===== config.mk =====
export PLATFORM = sky130hd
export DESIGN_NAME = sr_cmd_conditioner
export DESIGN_NICKNAME = d
export VERILOG_FILES = /design/src/rtl/sr_cmd_pkg.sv /design/src/rtl/sr_cmd_debounce.sv /design/src/rtl/sr_cmd_conditioner.sv
export SDC_FILE = /design/constraint.sdc
export NUM_CORES = 1
export LEC_CHECK = 0
export BUFFER_PORTS_ARGS = -buffer_cell sky130_fd_sc_hd__clkbuf_2
export CORE_AREA = 2 2 39 41
export CTS_BUF_LIST = sky130_fd_sc_hd__clkbuf_16
export DETAILED_ROUTE_END_ITERATION = 8
export DIE_AREA = 0 0 41 43
export PLACE_DENSITY_LB_ADDON = 0.08
export SETUP_SLACK_MARGIN = 0.1
export SLEW_MARGIN = 15
export SYNTH_ARGS = -nofsm -noshare
export SYNTH_HDL_FRONTEND = slang
export SYNTH_SLANG_ARGS = --single-unit

===== constraint.sdc =====
create_clock -name clk -period 1.6 [get_ports clk]
set_clock_uncertainty 0.15 [all_clocks]
set_input_delay 0 -clock clk [delete_from_list [all_inputs] [get_ports clk]]
set_output_delay 0 -clock clk [all_outputs]
set_load 0.01 [all_outputs]

===== src/rtl/sr_cmd_pkg.sv =====
// Shared types and constants for the SR command conditioner.
// Debounce counter sizing lives here so the width rule is defined once.
package sr_cmd_pkg;

    typedef enum logic [1:0] {
        IDLE    = 2'd0,
        PULSE_S = 2'd1,
        PULSE_R = 2'd2,
        GAP     = 2'd3
    } sr_state_t;

    localparam int SET_WINS_CLEAR = 0;
    localparam int SET_WINS_SET   = 1;

    // Counter must be able to hold DEBOUNCE_CYCLES; never narrower than 1 bit.
    function automatic int cnt_width(input int cycles);
        return (cycles < 1) ? 1 : $clog2(cycles + 1);
    endfunction

endpackage


===== src/rtl/sr_cmd_debounce.sv =====
// One request input: synchronizer, optional debouncer (SR_CMD_DEBOUNCE_EN)
// and rising-edge detector producing a registered one-cycle event.
module sr_cmd_debounce
    import sr_cmd_pkg::*;
#(
    parameter int SYNC_STAGES     = 2,
    parameter int DEBOUNCE_CYCLES = 16
) (
    input  logic clk,
    input  logic rst,
    input  logic req_in,
    output logic event_out
);

    logic [SYNC_STAGES-1:0] sync_q;
    logic                   sync_lvl;
    logic                   acc_lvl;
    logic                   acc_prev_q;
    logic                   event_q;

    always_ff @(posedge clk) begin
        if (rst) begin
            sync_q <= '0;
        end else begin
            sync_q <= {sync_q[SYNC_STAGES-2:0], req_in};
        end
    end

    assign sync_lvl = sync_q[SYNC_STAGES-1];

`ifdef SR_CMD_DEBOUNCE_EN
    localparam int CW = cnt_width(DEBOUNCE_CYCLES);

    logic [CW-1:0] cnt_q;
    logic          acc_q;

    // Count consecutive cycles of disagreement; the last one flips the level.
    always_ff @(posedge clk) begin
        if (rst) begin
            cnt_q <= '0;
            acc_q <= 1'b0;
        end else if (sync_lvl != acc_q) begin
            if (cnt_q == CW'(DEBOUNCE_CYCLES - 1)) begin
                acc_q <= sync_lvl;
                cnt_q <= '0;
            end else begin
                cnt_q <= cnt_q + CW'(1);
            end
        end else begin
            cnt_q <= '0;
        end
    end

    assign acc_lvl = acc_q;
`else
    // Without the debouncer the synchronized level is accepted directly.
    if (DEBOUNCE_CYCLES < 1) begin : g_debounce_unused
    end

    assign acc_lvl = sync_lvl;
`endif

    always_ff @(posedge clk) begin
        if (rst) begin
            acc_prev_q <= 1'b0;
            event_q    <= 1'b0;
        end else begin
            acc_prev_q <= acc_lvl;
            event_q    <= acc_lvl & ~acc_prev_q;
        end
    end

    assign event_out = event_q;

endmodule


===== src/rtl/sr_cmd_conditioner.sv =====
// Turns raw set/clear requests into mutually exclusive one-cycle S/R pulses.
// Debouncing is built only when SR_CMD_DEBOUNCE_EN is defined.
module sr_cmd_conditioner
    import sr_cmd_pkg::*;
#(
    parameter int SYNC_STAGES     = 2,
    parameter int DEBOUNCE_CYCLES = 16,
    parameter int SET_WINS        = 0
) (
    input  logic clk,
    input  logic rst,
    input  logic set_req_in,
    input  logic clr_req_in,
    output logic S,
    output logic R,
    output logic busy,
    output logic conflict,
    output logic overrun
);

    localparam bit SET_PRIO = (SET_WINS == SET_WINS_SET);

    logic set_ev;
    logic clr_ev;

    sr_cmd_debounce #(
        .SYNC_STAGES    (SYNC_STAGES),
        .DEBOUNCE_CYCLES(DEBOUNCE_CYCLES)
    ) u_set_db (
        .clk      (clk),
        .rst      (rst),
        .req_in   (set_req_in),
        .event_out(set_ev)
    );

    sr_cmd_debounce #(
        .SYNC_STAGES    (SYNC_STAGES),
        .DEBOUNCE_CYCLES(DEBOUNCE_CYCLES)
    ) u_clr_db (
        .clk      (clk),
        .rst      (rst),
        .req_in   (clr_req_in),
        .event_out(clr_ev)
    );

    sr_state_t state_q;
    sr_state_t state_d;

    logic set_pend_q;
    logic clr_pend_q;
    logic set_pend_d;
    logic clr_pend_d;
    logic issue_s;
    logic issue_r;
    logic set_live;
    logic clr_live;
    logic conflict_d;
    logic overrun_d;
    logic conflict_q;
    logic overrun_q;

    always_ff @(posedge clk) begin
        if (rst) begin
            state_q <= IDLE;
        end else begin
            state_q <= state_d;
        end
    end

    // GAP may hand straight over to the next pulse, keeping pulses two cycles apart.
    always_comb begin
        state_d = state_q;
        case (state_q)
            IDLE, GAP: begin
                if (set_pend_q && (SET_PRIO || !clr_pend_q)) begin
                    state_d = PULSE_S;
                end else if (clr_pend_q) begin
                    state_d = PULSE_R;
                end else begin
                    state_d = IDLE;
                end
            end
            PULSE_S, PULSE_R: state_d = GAP;
            default:          state_d = IDLE;
        endcase
    end

    always_comb begin
        S    = 1'b0;
        R    = 1'b0;
        busy = 1'b0;
        case (state_q)
            PULSE_S: begin
                S    = 1'b1;
                busy = 1'b1;
            end
            PULSE_R: begin
                R    = 1'b1;
                busy = 1'b1;
            end
            GAP:     busy = 1'b1;
            default: ;
        endcase
    end

    assign issue_s = (state_d == PULSE_S);
    assign issue_r = (state_d == PULSE_R);

    // A flag being issued this cycle no longer counts as pending for collisions.
    always_comb begin
        set_live   = set_pend_q & ~issue_s;
        clr_live   = clr_pend_q & ~issue_r;
        overrun_d  = (set_ev & set_live) | (clr_ev & clr_live);
        conflict_d = (set_ev & clr_ev) | (set_ev & clr_live) | (clr_ev & set_live);
        if (conflict_d) begin
            set_pend_d = SET_PRIO;
            clr_pend_d = !SET_PRIO;
        end else begin
            set_pend_d = set_live | set_ev;
            clr_pend_d = clr_live | clr_ev;
        end
    end

    always_ff @(posedge clk) begin
        if (rst) begin
            set_pend_q <= 1'b0;
            clr_pend_q <= 1'b0;
            conflict_q <= 1'b0;
            overrun_q  <= 1'b0;
        end else begin
            set_pend_q <= set_pend_d;
            clr_pend_q <= clr_pend_d;
            conflict_q <= conflict_d;
            overrun_q  <= overrun_d;
        end
    end

    assign conflict = conflict_q;
    assign overrun  = overrun_q;

endmodule

# After elaboration in Yosys (flattened, before gate mapping)
# Cells that the tools add are included.
[totals]
regBits = 14
inputBits = 4
wordCells = 48
[op_classes]
eq_ne = 5
muxes = 7
bitwise = 18
n_reduce_logical = 7
[op_table]
columns = ["cell", "count"]
rows = [
  ["bitwise AND 1 bit", 9],
  ["equality test 2 bit, second input constant", 3],
  ["OR reduction 2 bit", 3],
  ["bitwise OR 1 bit", 5],
  ["equality test 2 x 1 -> 1 bit, second input constant", 2],
  ["two-way mux 1 bit", 4],
  ["two-way mux 2 bit", 2],
  ["inverter 1 bit", 4],
  ["case mux 2 bit (2 select lines)", 1],
  ["OR reduction 3 bit", 1],
  ["zero test 2 bit", 1],
  ["logical AND 1 bit", 1],
  ["zero test 1 bit", 1],
]

# Depth between registers and ports, before layout
# Gate-level depths: netlist of the first run.
[logic_depth]
word_depth = 11
depth_mapped = 5

# Hierarchy
# A second synthesis of the first run with hierarchy kept.
[hier_totals]
hier_cells = 47
area_unflattened_um2 = 494.2
[by_module_without_submodules]
columns = ["module", "n_inst", "cells_per_inst", "area_per_inst_um2", "seq_area_each_um2"]
rows = [
  ["sr_cmd_conditioner", 1, 31, 271.5, 120.1],
  ["sr_cmd_debounce", 2, 8, 111.4, 80.1],
]

# Worst setup path before layout of the first run
# Ideal clock, no wire load.
[synth_path]
kind = "register -> register"
start = "reg state_q[0]"
end = "reg set_pend_q"
setup_time_ns = 0.116
arrival_ns = 1.116
setup_slack_ns = 0.217
path_stages_with_launch = 6
path_buffers = 1
period_less_slack_ns = 1.383
cell_sequence = "dfxtp_1 inv_1 ha_1 buf_6 o21a_1 o211a_1"
[synth_between]
elab_chain_cells = 10
word_cells_on_any_way = 19
classes_between = "5 x eq/ne; 1 x mux; 9 x bitwise; 4 x reduce/logical"
[synth_rtl]
columns = ["item", "line_no", "source"]
rows = [
  ["start, declared", "sr_cmd_conditioner.sv:46", "sr_state_t state_q;"],
  ["start signal, assigned", "sr_cmd_conditioner.sv:66", "state_q <= state_d;"],
  ["equality test 2 bit (tied with other cells)", "sr_cmd_conditioner.sv:73", "case (state_q)"],
  ["OR reduction 2 bit", "sr_cmd_conditioner.sv:73", ""],
  ["case mux 2 bit (2 select lines) (*)", "sr_cmd_conditioner.sv:73", ""],
  ["equality test 2 bit", "sr_cmd_conditioner.sv:107", "assign issue_r = (state_d == PULSE_R);"],
  ["inverter 1 bit", "sr_cmd_conditioner.sv:112", "clr_live = clr_pend_q & ~issue_r;"],
  ["bitwise AND 1 bit", "sr_cmd_conditioner.sv:112", ""],
  ["bitwise AND 1 bit", "sr_cmd_conditioner.sv:114", "conflict_d = (set_ev & clr_ev) | (set_ev & clr_live) | (clr_ev & set_live);"],
  ["bitwise OR 1 bit (2 in a row)", "sr_cmd_conditioner.sv:114", ""],
  ["OR reduction 2 bit (no line)", "-", ""],
  ["end signal, assigned", "sr_cmd_conditioner.sv:131", "set_pend_q <= set_pend_d;"],
  ["end, declared", "sr_cmd_conditioner.sv:49", "logic set_pend_q;"],
]
# Mark *: on every way between the ends. The rest lies on a longest branch, timed or not.
# A chain may end at the register's enable or synchronous reset.

# Final worst setup path of the first run
[layout_path]
start = "in rst"
end = "reg u_set_db.sync_q[0]"
[layout_lines]
columns = ["item", "line_no", "source"]
rows = [
  ["start, declared", "sr_cmd_conditioner.sv:11", "input logic rst,"],
  ["end signal, assigned", "sr_cmd_debounce.sv:25", "sync_q <= {sync_q[SYNC_STAGES-2:0], req_in};"],
  ["end, declared", "sr_cmd_debounce.sv:15", "logic [SYNC_STAGES-1:0] sync_q;"],
]
# No word-level cell between the ends.

==> results of run 1 <==
## sequential cells by signal, indices dropped and copies added (netlist names)
register	cells
clr_pend_q	1
conflict	1
overrun	1
set_pend_q	1
state_q	2
u_clr_db.acc_prev_q	1
u_clr_db.event_out	1
u_clr_db.sync_q	2
u_set_db.acc_prev_q	1
u_set_db.event_out	1
u_set_db.sync_q	2
## timing repair
action	4_1_cts	5_1_grt
hold buffers	5	0
setup endpoints to repair	0	1
setup buffers	0	0
hold endpoints to repair	11	0
gates resized for setup	0	1
## worst max-delay path by stage
| stage | to | slack, ps | start | cells after the start |
|---|---|---|---|---|
| after floorplan | set_pend_q | 220 | state_q[0] | 5 |
| after CTS | set_pend_q | 140 | state_q[0] | 4 |
| final | u_set_db.sync_q[0] | 200 | rst | 4 |
| after global routing | u_clr_db.sync_q[0] | 130 | rst | 4 |
| after detailed placement | set_pend_q | 140 | state_q[0] | 4 |
| after global placement | set_pend_q | 220 | state_q[0] | 4 |
## cell families after synthesis
kind of cell | Yosys count | share of synthesized area, %
simple gates | 16 | 17.0
flops | 14 | 56.1
buf+inv | 7 | 8.52
compound gates | 8 | 10.8
fa+ha+maj | 3 | 7.52
## metrics by stage
step / hold slack (ps) / utilization, % / instance area [um^2]
2_1_floorplan: -70.9 / - / 499
3_3_place_gp: 62.8 / 38.4 / 532
3_5_place_dp: 75.8 / 38.4 / 532
4_1_cts: 228 / 47.7 / 661
5_1_grt: 251 / 47.9 / 663
6_report: 228 / 47.9 / 663
## cell usage after synthesis
cell type	count
sky130_fd_sc_hd__dfxtp_1	14
sky130_fd_sc_hd__nor2b_1	8
sky130_fd_sc_hd__inv_1	4
sky130_fd_sc_hd__nor2_1	4
sky130_fd_sc_hd__a21oi_1	3
sky130_fd_sc_hd__ha_1	3
sky130_fd_sc_hd__buf_6	2
sky130_fd_sc_hd__nand3_1	2
sky130_fd_sc_hd__o211ai_1	2
sky130_fd_sc_hd__a31oi_1	1
sky130_fd_sc_hd__buf_2	1
sky130_fd_sc_hd__nand2_1	1
sky130_fd_sc_hd__nand2b_1	1
sky130_fd_sc_hd__o211a_1	1
sky130_fd_sc_hd__o21a_1	1
## routing by layer
metal | up-vias | global-route usage (%) | share of wire (%)
met4 | 0 | 12.0 | 4.7
met3 | 4 | 6.28 | 6.7
li1 | 179 | - | -
met5 | - | 0 | 0
met2 | 13 | 17.5 | 52
met1 | 166 | 8.91 | 36
## critical path: cells and delay by family
kind          cells  cell delay (ps)
buf+inv           3             1300
simple gates      1               70
## cell type report
cell class	count	area, um^2
Tap cell	16	20.0
Clock buffer	3	75.1
Sequential cell	14	280
Timing Repair Buffer	13	90.1
Fill cell	137	721
Inverter	4	15.0
Clock inverter	1	3.75
Multi-Input combinational cell	27	179
## power by group through the flow
stage	Combinational, uW	Clock (uW)	Sequential (uW)
final	209	461	396
after detailed placement	199	0	404
after CTS	208	472	397
after floorplan	182	0	398
after global routing	245	493	399
after global placement	186	0	400
==> reports/qor.txt, run 1 <==
Leakage power -> 0.000297 uW
Core Rows -> 14
Max capacitance violation total -> 0
Number of pins with negative max-slew slack in the final report -> 0
Setup Crit Path Kind -> in -> reg
Number of sinks handled by clock tree synthesis -> 14
Count of input and output buffers -> 8
Count of synthesis-stage warnings from yosys -> 0
DRC violations left -> 0
Logic depth of the worst register-to-register path -> 4
Antenna Nets Post-Route -> 0
Fraction of layout instances using a drive strength above 1 -> 19.4%
Post-layout minimum cycle time -> 1400 ps
Total global routing overflow -> 0
Average cell area after synthesis -> 10.4 um^2
Unrepaired setup endpoints after global routing -> false
Worst IR drop on VDD -> 0.000820 V
Detailed Place HPWL -> 535 um
Detailed Routing Iterations Pass 1 -> 4
Full die area -> 1760 um^2
Cell with the biggest individual delay on the critical path -> sky130_fd_sc_hd__dlygate4sd3_1
Clock tree from TritonCTS -> built
Setup crit end kind -> flip-flop
Number of antenna violations at the first check in global routing -> 0
FF-to-FF End -> set_pend_q
Inst Count DP -> 69
F_max -> 716 MHz
Number of global-route vias before repair -> 334
Area share of the largest cell type after synthesis -> 56.1%
Non-filler instance count after layout -> 78
Critical path launch point type -> input port
Htree depth -> 1
Number of top-level pins -> 9
Switching power as a share of total power -> 25.1%
Number of diodes added for antenna fixing -> 0
Worst path most repeated cell -> sky130_fd_sc_hd__dlygate4sd3_1
Initial DRC Count -> 5
Number of distinct standard cells referenced by the synthesized netlist -> 15
Slack of the critical path -> 203 ps
Combinational fraction of design power -> 19.6%
Via Count -> 362
WHS Endpoint -> u_clr_db.event_out
Clk root buf -> sky130_fd_sc_hd__clkbuf_16
Cell type with the highest aggregate area in the netlist -> sky130_fd_sc_hd__dfxtp_1
Setup Total Neg Slack -> 0 ps
Gate count after technology mapping -> 48
Net switching component of the power -> 267 uW
Total Power -> 1070 uW
Worst Hold Launch -> u_clr_db.acc_prev_q
Worst-case setup slack after placement -> 140 ps
Die Y-Extent -> 43 um
Synthesis-to-layout area growth -> 32.8%
Reg clk slew, reported paths -> 40 ps
GPL Wtd Cong -> 0.655
Critical path peak fanout -> 12
Maximum single-stage delay on the critical path -> 550 ps
Overall routing resource usage -> 11.4%
Number of instances on the worst hold path -> 1
Synthesized Nets -> 55
Endpoints failing hold -> 0
Number of register bits inferred by synthesis -> 14
Outcome -> finished, final reports clean
Worst EP required -> 1570 ps
Series of cell instances along the critical path -> dlygate4sd3_1, clkbuf_2, nor2b_1, dlygate4sd3_1
Leading cell types in the layout, fill and taps excluded -> sky130_fd_sc_hd__dfxtp_1, sky130_fd_sc_hd__nor2b_1, sky130_fd_sc_hd__clkbuf_2
Slew Limit Headroom -> 85.0%
Standard cell core area -> 1380 um^2
WL/cell -> 9.35 um
Sequential fraction of the synthesis area -> 56.1%
Clock tree buffer depth -> 2
Leading post-synthesis cells by cell area -> sky130_fd_sc_hd__dfxtp_1, sky130_fd_sc_hd__nor2b_1, sky130_fd_sc_hd__ha_1
Critical Path AT -> 1370 ps
Fraction of power consumed by sequential logic -> 37.2%
Maximum number of pins on one net before global-route repair -> 13
Class of the tightest hold or removal check -> reg -> reg
Vias per cell -> 4.64
Leading cell type in the layout, fill and taps excluded -> sky130_fd_sc_hd__dfxtp_1
Start of the worst register-to-register path -> state_q[0]
Total wirelength of the detailed-routed design -> 729 um
Effective utilization at floorplan -> 36.1%
Source-to-sink clock delay at the later pin of the worst-skew pair -> 240 ps
Cell internal pwr -> 799 uW
CTS Buf Count -> 3
Global-route wire length before repair -> 1210 um
Minimum setup slack among reg-to-reg paths -> 230 ps
Die X -> 41 um
Clock network fraction of design power -> 43.2%
Share of the cycle needed by the critical path after routing -> 87.3%
Nets -> 70
Actual transition at the worst max-transition pin -> 225 ps
Summed instance area of the synthesized netlist -> 499 um^2
Endpoints failing setup -> 0
Pwr/cell area -> 1610 nW/um^2
(Power assumes the default switching activity.)
==> run 2: changes to the inputs <==
--- a/config.mk
+++ b/config.mk
@@ -6,12 +6,13 @@
 export NUM_CORES = 1
 export LEC_CHECK = 0
 export BUFFER_PORTS_ARGS = -buffer_cell sky130_fd_sc_hd__clkbuf_2
-export CORE_AREA = 2 2 39 41
+export CORE_MARGIN = 2
+export CORE_UTILIZATION = 35
 export CTS_BUF_LIST = sky130_fd_sc_hd__clkbuf_16
 export DETAILED_ROUTE_END_ITERATION = 8
-export DIE_AREA = 0 0 41 43
 export PLACE_DENSITY_LB_ADDON = 0.08
 export SETUP_SLACK_MARGIN = 0.1
+export SKIP_CTS_REPAIR_TIMING = 1
 export SLEW_MARGIN = 15
 export SYNTH_ARGS = -nofsm -noshare
 export SYNTH_HDL_FRONTEND = slang
==> run 2 against run 1 <==
Net effect: first-iteration DRC count shrank 80%; sequential power is essentially flat; highest routed layer unchanged; combinational power fell by 3%; clock power rose by 2%; via count down 4.4%; critical path depth is the same; non-clock buffer count unchanged.
==> reports/qor.txt, run 2 (synthesis gave the netlist of run 1 again) <==
Clock tree from TritonCTS -> built
Leading cell type in the layout, fill and taps excluded -> sky130_fd_sc_hd__dfxtp_1
Global-route wire length before repair -> 1200 um (-1.2%)
Clock tree buffer depth -> 2 (unchanged)
Number of filler cells placed in the layout -> 130 (-5.1%)
Setup crit end kind -> flip-flop
Net switching component of the power -> 275 uW (+2.9%)
Worst IR drop on VDD -> 0.000960 V (+17%)
Cell internal pwr -> 794 uW (-0.54%)
Number of antenna violations at the first check in global routing -> 0 (unchanged)
Critical Path AT -> 1430 ps (+60 ps)
Class of the tightest hold or removal check -> reg -> reg
Vias per cell -> 4.49 (-3.2%)
Detailed Place HPWL -> 513 um (-4.1%)
Clk root buf -> sky130_fd_sc_hd__clkbuf_16
Switching power as a share of total power -> 25.7% (+0.64 points)
Post-layout minimum cycle time -> 1440 ps (+44.7 ps)
Worst EP required -> 1580 ps (about the same)
Number of sinks handled by clock tree synthesis -> 14 (unchanged)
Htree depth -> 1 (unchanged)
Setup Total Neg Slack -> 0 ps (unchanged)
Total wirelength of the detailed-routed design -> 730 um (+0.14%)
CTS Buf Count -> 3 (unchanged)
Standard cell core area -> 1320 um^2 (-4.8%)
GPL Wtd Cong -> 0.650 (-0.82%)
Count of input and output buffers -> 8 (unchanged)
Setup Crit Path Kind -> reg -> reg
Largest registers -> state_q: 2 flops, u_clr_db.sync_q: 2 flops, u_set_db.sync_q: 2 flops
Max capacitance violation total -> 0 (unchanged)
Fraction of power consumed by sequential logic -> 37.1% (about the same)
Pwr/cell area -> 1620 nW/um^2 (+0.89%)
Endpoints failing setup -> 0 (unchanged)
Unrepaired setup endpoints after global routing -> false
F_max -> 694 MHz (-3.1%)
Die X -> 41.8 um (+1.9%)
Endpoints failing hold -> 0 (unchanged)
Source-to-sink clock delay at the later pin of the worst-skew pair -> 240 ps (about the same)
Die Y-Extent -> 41.8 um (-2.9%)
Register area -> 280 um^2 (unchanged)
Effective utilization at floorplan -> 37.9% (+1.8 points)
Core Rows -> 13 (-1)
Total global routing overflow -> 0 (unchanged)
Via Count -> 346 (-4.4%)
Critical path peak fanout -> 8 (-4)
Clock network fraction of design power -> 44.0% (+0.8 points)
Non-filler instance count after layout -> 77 (-1.3%)
Outcome -> finished, final reports clean
WL/cell -> 9.48 um (+1.4%)
Multi-input gate area -> 176 um^2 (-1.4%)
Number of top-level pins -> 9 (unchanged)
Initial DRC Count -> 1 (-4)
Nets -> 70 (unchanged)
WHS -> 228 ps (+0.0660 ps)
Overall routing resource usage -> 9.65% (-1.8 points)
Full die area -> 1740 um^2 (-1.1%)
Maximum number of pins on one net before global-route repair -> 13 (unchanged)
Inst Count DP -> 68 (-1.4%)
Reg clk slew, reported paths -> 50 ps (about the same)
Antenna Nets Post-Route -> 0 (unchanged)
Share of the cycle needed by the critical path after routing -> 90.1% (+2.8 points)
Detailed Routing Iterations Pass 1 -> 3 (-1)
Slew Limit Headroom -> 84.6% (-0.38 points)
Combinational fraction of design power -> 19.0% (-0.6 points)
Number of pins with negative max-slew slack in the final report -> 0 (unchanged)
Actual transition at the worst max-transition pin -> 230 ps (+5.72 ps)
Leading cell types in the layout, fill and taps excluded -> sky130_fd_sc_hd__dfxtp_1, sky130_fd_sc_hd__nor2b_1, sky130_fd_sc_hd__clkbuf_2
Number of diodes added for antenna fixing -> 0 (unchanged)
Critical path launch point type -> flip-flop
DRC violations left -> 0 (unchanged)
Fraction of layout instances using a drive strength above 1 -> 17.7% (-1.6 points)
Leakage power -> 0.000299 uW (+0.35%)
Synthesis-to-layout area growth -> 32.1%
Number of global-route vias before repair -> 310 (-7.2%)
[run 2: changes by cell type in the layout (fill, tap and decap cells not counted)]
cell / change
sky130_fd_sc_hd__ha_1: +1
sky130_fd_sc_hd__ha_2: -1
[run 2: path summary, 6_finish.rpt]
kind | startpoint | endpoint | slack [ps] | cells past startpoint
max | state_q[0] | set_pend_q | 160 | 4
min | u_clr_db.acc_prev_q | u_clr_db.event_out | 230 | 1
max reg2reg | state_q[0] | set_pend_q | 160 | 4
min reg2reg | u_clr_db.acc_prev_q | u_clr_db.event_out | 230 | 1
[run 2: cell type report]
cell class | instances | area share, %
clock inverters | 1 | 0.569
clock buffers | 3 | 11.4
repair buffers | 13 | 13.7
flip-flops and latches | 14 | 42.5
well taps | 15 | 2.85
inverters | 4 | 2.28
multi-input cells | 27 | 26.8
[run 2: power by group through the flow]
stage	sequential [uW]	clock, uW	combinational, uW
2_1_floorplan	398	0	182
3_3_place_gp	400	0	186
3_5_place_dp	403	0	199
4_1_cts	397	481	200
5_1_grt	399	491	238
6_report	396	470	203
[run 2: metrics by stage]
stage | area [um^2] | utilization [%] | total power [uW] | setup WS [ps]
after global routing | 659 | 50.0 | 1130 | 102
after CTS | 609 | 46.2 | 1080 | 147
after floorplan | 499 | - | 581 | 217
after detailed placement | 531 | 40.3 | 603 | 155
after global placement | 531 | 40.3 | 586 | 222
final | 659 | 50.0 | 1070 | 159
[run 2: routing by layer]
layer / global-route usage [%] / vias up / wire [um]
met5: 0 / - / 0
met4: 7.74 / 0 / 19
met3: 5.22 / 2 / 52
met2: 16.6 / 12 / 355
met1: 8.02 / 150 / 303
li1: - / 182 / -
[run 2: worst max-delay path, cell delays in order (launching register included)]
cell	delay [ps]
sky130_fd_sc_hd__dfxtp_1	330
sky130_fd_sc_hd__inv_1	60
sky130_fd_sc_hd__ha_1	390
sky130_fd_sc_hd__o21a_1	200
sky130_fd_sc_hd__o211a_1	200
==> run 3: changes to the inputs <==
--- a/config.mk
+++ b/config.mk
@@ -6,8 +6,11 @@
 export NUM_CORES = 1
 export LEC_CHECK = 0
 export BUFFER_PORTS_ARGS = -buffer_cell sky130_fd_sc_hd__clkbuf_2
+export CELL_PAD_IN_SITES_DETAIL_PLACEMENT = 0
+export CELL_PAD_IN_SITES_GLOBAL_PLACEMENT = 2
+export CORE_ASPECT_RATIO = 0.9
 export CORE_MARGIN = 2
-export CORE_UTILIZATION = 35
+export CORE_UTILIZATION = 31
 export CTS_BUF_LIST = sky130_fd_sc_hd__clkbuf_16
 export DETAILED_ROUTE_END_ITERATION = 8
 export PLACE_DENSITY_LB_ADDON = 0.08
==> run 3 against run 2 <==
Net effect: clock-buffer cell count stayed put; total power is 0.86% lower; largest cell class unchanged; flip-flop and latch count stayed put; sequential power hardly changed; combinational power hardly changed; largest power group unchanged; sequential share of layout area is 0.71 points lower; highest routed layer unchanged; routed wire length is 2.3% lower; critical path depth stayed put; clock power is 3% lower; first-iteration DRC count stayed put; utilization is 4.7 points lower.
==> reports/qor.txt, run 3 (synthesis gave the netlist of run 1 again) <==
Inst Count DP -> 75 (+10%)
Nets -> 70 (unchanged)
Setup Total Neg Slack -> 0 ps (unchanged)
Detailed Routing Iterations Pass 1 -> 4 (+1)
WL/cell -> 8.49 um (-10%)
Number of top-level pins -> 9 (unchanged)
Leading cell types in the layout, fill and taps excluded -> sky130_fd_sc_hd__dfxtp_1, sky130_fd_sc_hd__nor2b_1, sky130_fd_sc_hd__clkbuf_2
Worst EP required -> 1570 ps (about the same)
Number of filler cells placed in the layout -> 151 (+16%)
Pwr/cell area -> 1580 nW/um^2 (-2.5%)
Slew Limit Headroom -> 84.4% (-0.24 points)
Clk root buf -> sky130_fd_sc_hd__clkbuf_16
Share of the cycle needed by the critical path after routing -> 87.9% (-2.2 points)
Via Count -> 352 (+1.7%)
DRC violations left -> 0 (unchanged)
Die Y-Extent -> 42.1 um (+0.73%)
Max capacitance violation total -> 0 (unchanged)
Effective utilization at floorplan -> 33.7% (-4.2 points)
GPL Wtd Cong -> 0.584 (-10%)
Standard cell core area -> 1480 um^2 (+12%)
Maximum number of pins on one net before global-route repair -> 13 (unchanged)
Source-to-sink clock delay at the later pin of the worst-skew pair -> 240 ps (about the same)
Net switching component of the power -> 262 uW (-4.6%)
Fraction of power consumed by sequential logic -> 37.3% (+0.2 points)
Largest registers -> state_q: 2 flops, u_clr_db.sync_q: 2 flops, u_set_db.sync_q: 2 flops
Overall routing resource usage -> 8.85% (-0.80 points)
Setup Crit Path Kind -> in -> reg
Unrepaired setup endpoints after global routing -> false
F_max -> 711 MHz (+2.4%)
Worst IR drop on VDD -> 0.000708 V (-26%)
Total global routing overflow -> 0 (unchanged)
Non-filler instance count after layout -> 84 (+9.1%)
Full die area -> 1950 um^2 (+12%)
Critical path peak fanout -> 12 (+4)
Class of the tightest hold or removal check -> reg -> reg
Critical path launch point type -> input port
Total wirelength of the detailed-routed design -> 713 um (-2.3%)
Number of global-route vias before repair -> 306 (-1.3%)
Fraction of layout instances using a drive strength above 1 -> 19.4% (+1.6 points)
Core Rows -> 13 (unchanged)
Post-layout minimum cycle time -> 1410 ps (-34.4 ps)
Outcome -> finished, final reports clean
Critical Path AT -> 1380 ps (-50 ps)
Clock tree buffer depth -> 2 (unchanged)
Reg clk slew, reported paths -> 40 ps (about the same)
Initial DRC Count -> 1 (unchanged)
Actual transition at the worst max-transition pin -> 234 ps (+3.65 ps)
Clock tree from TritonCTS -> built
Number of antenna violations at the first check in global routing -> 0 (unchanged)
Cell internal pwr -> 798 uW (+0.43%)
Antenna Nets Post-Route -> 0 (unchanged)
Vias per cell -> 4.19 (-6.7%)
Count of input and output buffers -> 8 (unchanged)
Clock network fraction of design power -> 43.2% (-0.8 points)
Die X -> 46.3 um (+11%)
Leakage power -> 0.000297 uW (-0.35%)
Endpoints failing setup -> 0 (unchanged)
Leading cell type in the layout, fill and taps excluded -> sky130_fd_sc_hd__dfxtp_1
Detailed Place HPWL -> 512 um (-0.27%)
CTS Buf Count -> 3 (unchanged)
Htree depth -> 1 (unchanged)
Synthesis-to-layout area growth -> 34.3%
Number of diodes added for antenna fixing -> 0 (unchanged)
Number of sinks handled by clock tree synthesis -> 14 (unchanged)
Setup crit end kind -> flip-flop
Number of pins with negative max-slew slack in the final report -> 0 (unchanged)
Endpoints failing hold -> 0 (unchanged)
Combinational fraction of design power -> 19.5% (+0.5 points)
Global-route wire length before repair -> 1170 um (-2.3%)
Switching power as a share of total power -> 24.7% (-0.96 points)
run 3: through the flow:
step | setup WS [ps] | util [%] | total power (uW) | hold slack [ps] | area [um^2]
floorplan | 217 | - | 581 | -70.9 | 499
global placement | 217 | 36.4 | 590 | 62.9 | 539
detailed placement | 156 | 36.4 | 598 | 64.9 | 539
CTS | 142 | 41.8 | 1060 | -182 | 618
global route | 141 | 45.3 | 1130 | 251 | 671
finish | 193 | 45.3 | 1060 | 229 | 671
run 3: power by group through the flow:
stage	Clock, uW	Combinational, uW	Sequential, uW
global route	486	245	400
detailed placement	0	195	403
finish	458	206	396
floorplan	0	182	398
CTS	470	195	396
global placement	0	189	401
run 3: critical path, cell delays in order:
cell and delay (ps):
sky130_fd_sc_hd__dlygate4sd3_1 520, sky130_fd_sc_hd__clkbuf_2 230, sky130_fd_sc_hd__nor2b_1 70, sky130_fd_sc_hd__dlygate4sd3_1 560
run 3: final cells by class:
class	instances	area (um^2)	area share (%)
Inverter	4	15.0	2.24
Clock buffer	3	75.1	11.2
Multi-Input combinational cell	27	179	26.7
Clock inverter	1	3.75	0.560
Timing Repair Buffer	13	90.1	13.4
Sequential cell	14	280	41.8
Tap cell	22	27.5	4.10
run 3: worst paths after layout:
kind	start	endpoint	slack (ps)	cells after the start
min	u_set_db.acc_prev_q	u_set_db.event_out	230	1
max reg2reg	state_q[0]	set_pend_q	230	4
max	rst	u_clr_db.sync_q[0]	190	4
min reg2reg	u_set_db.acc_prev_q	u_set_db.event_out	230	1
run 3: routing by layer:
metal | up-vias | track usage [%] | share of wire (%)
met5 | - | 0 | 0
met4 | 0 | 8.57 | 1.7
met3 | 2 | 3.88 | 6.5
met2 | 13 | 13.1 | 48
met1 | 157 | 8.73 | 43
li1 | 180 | - | -
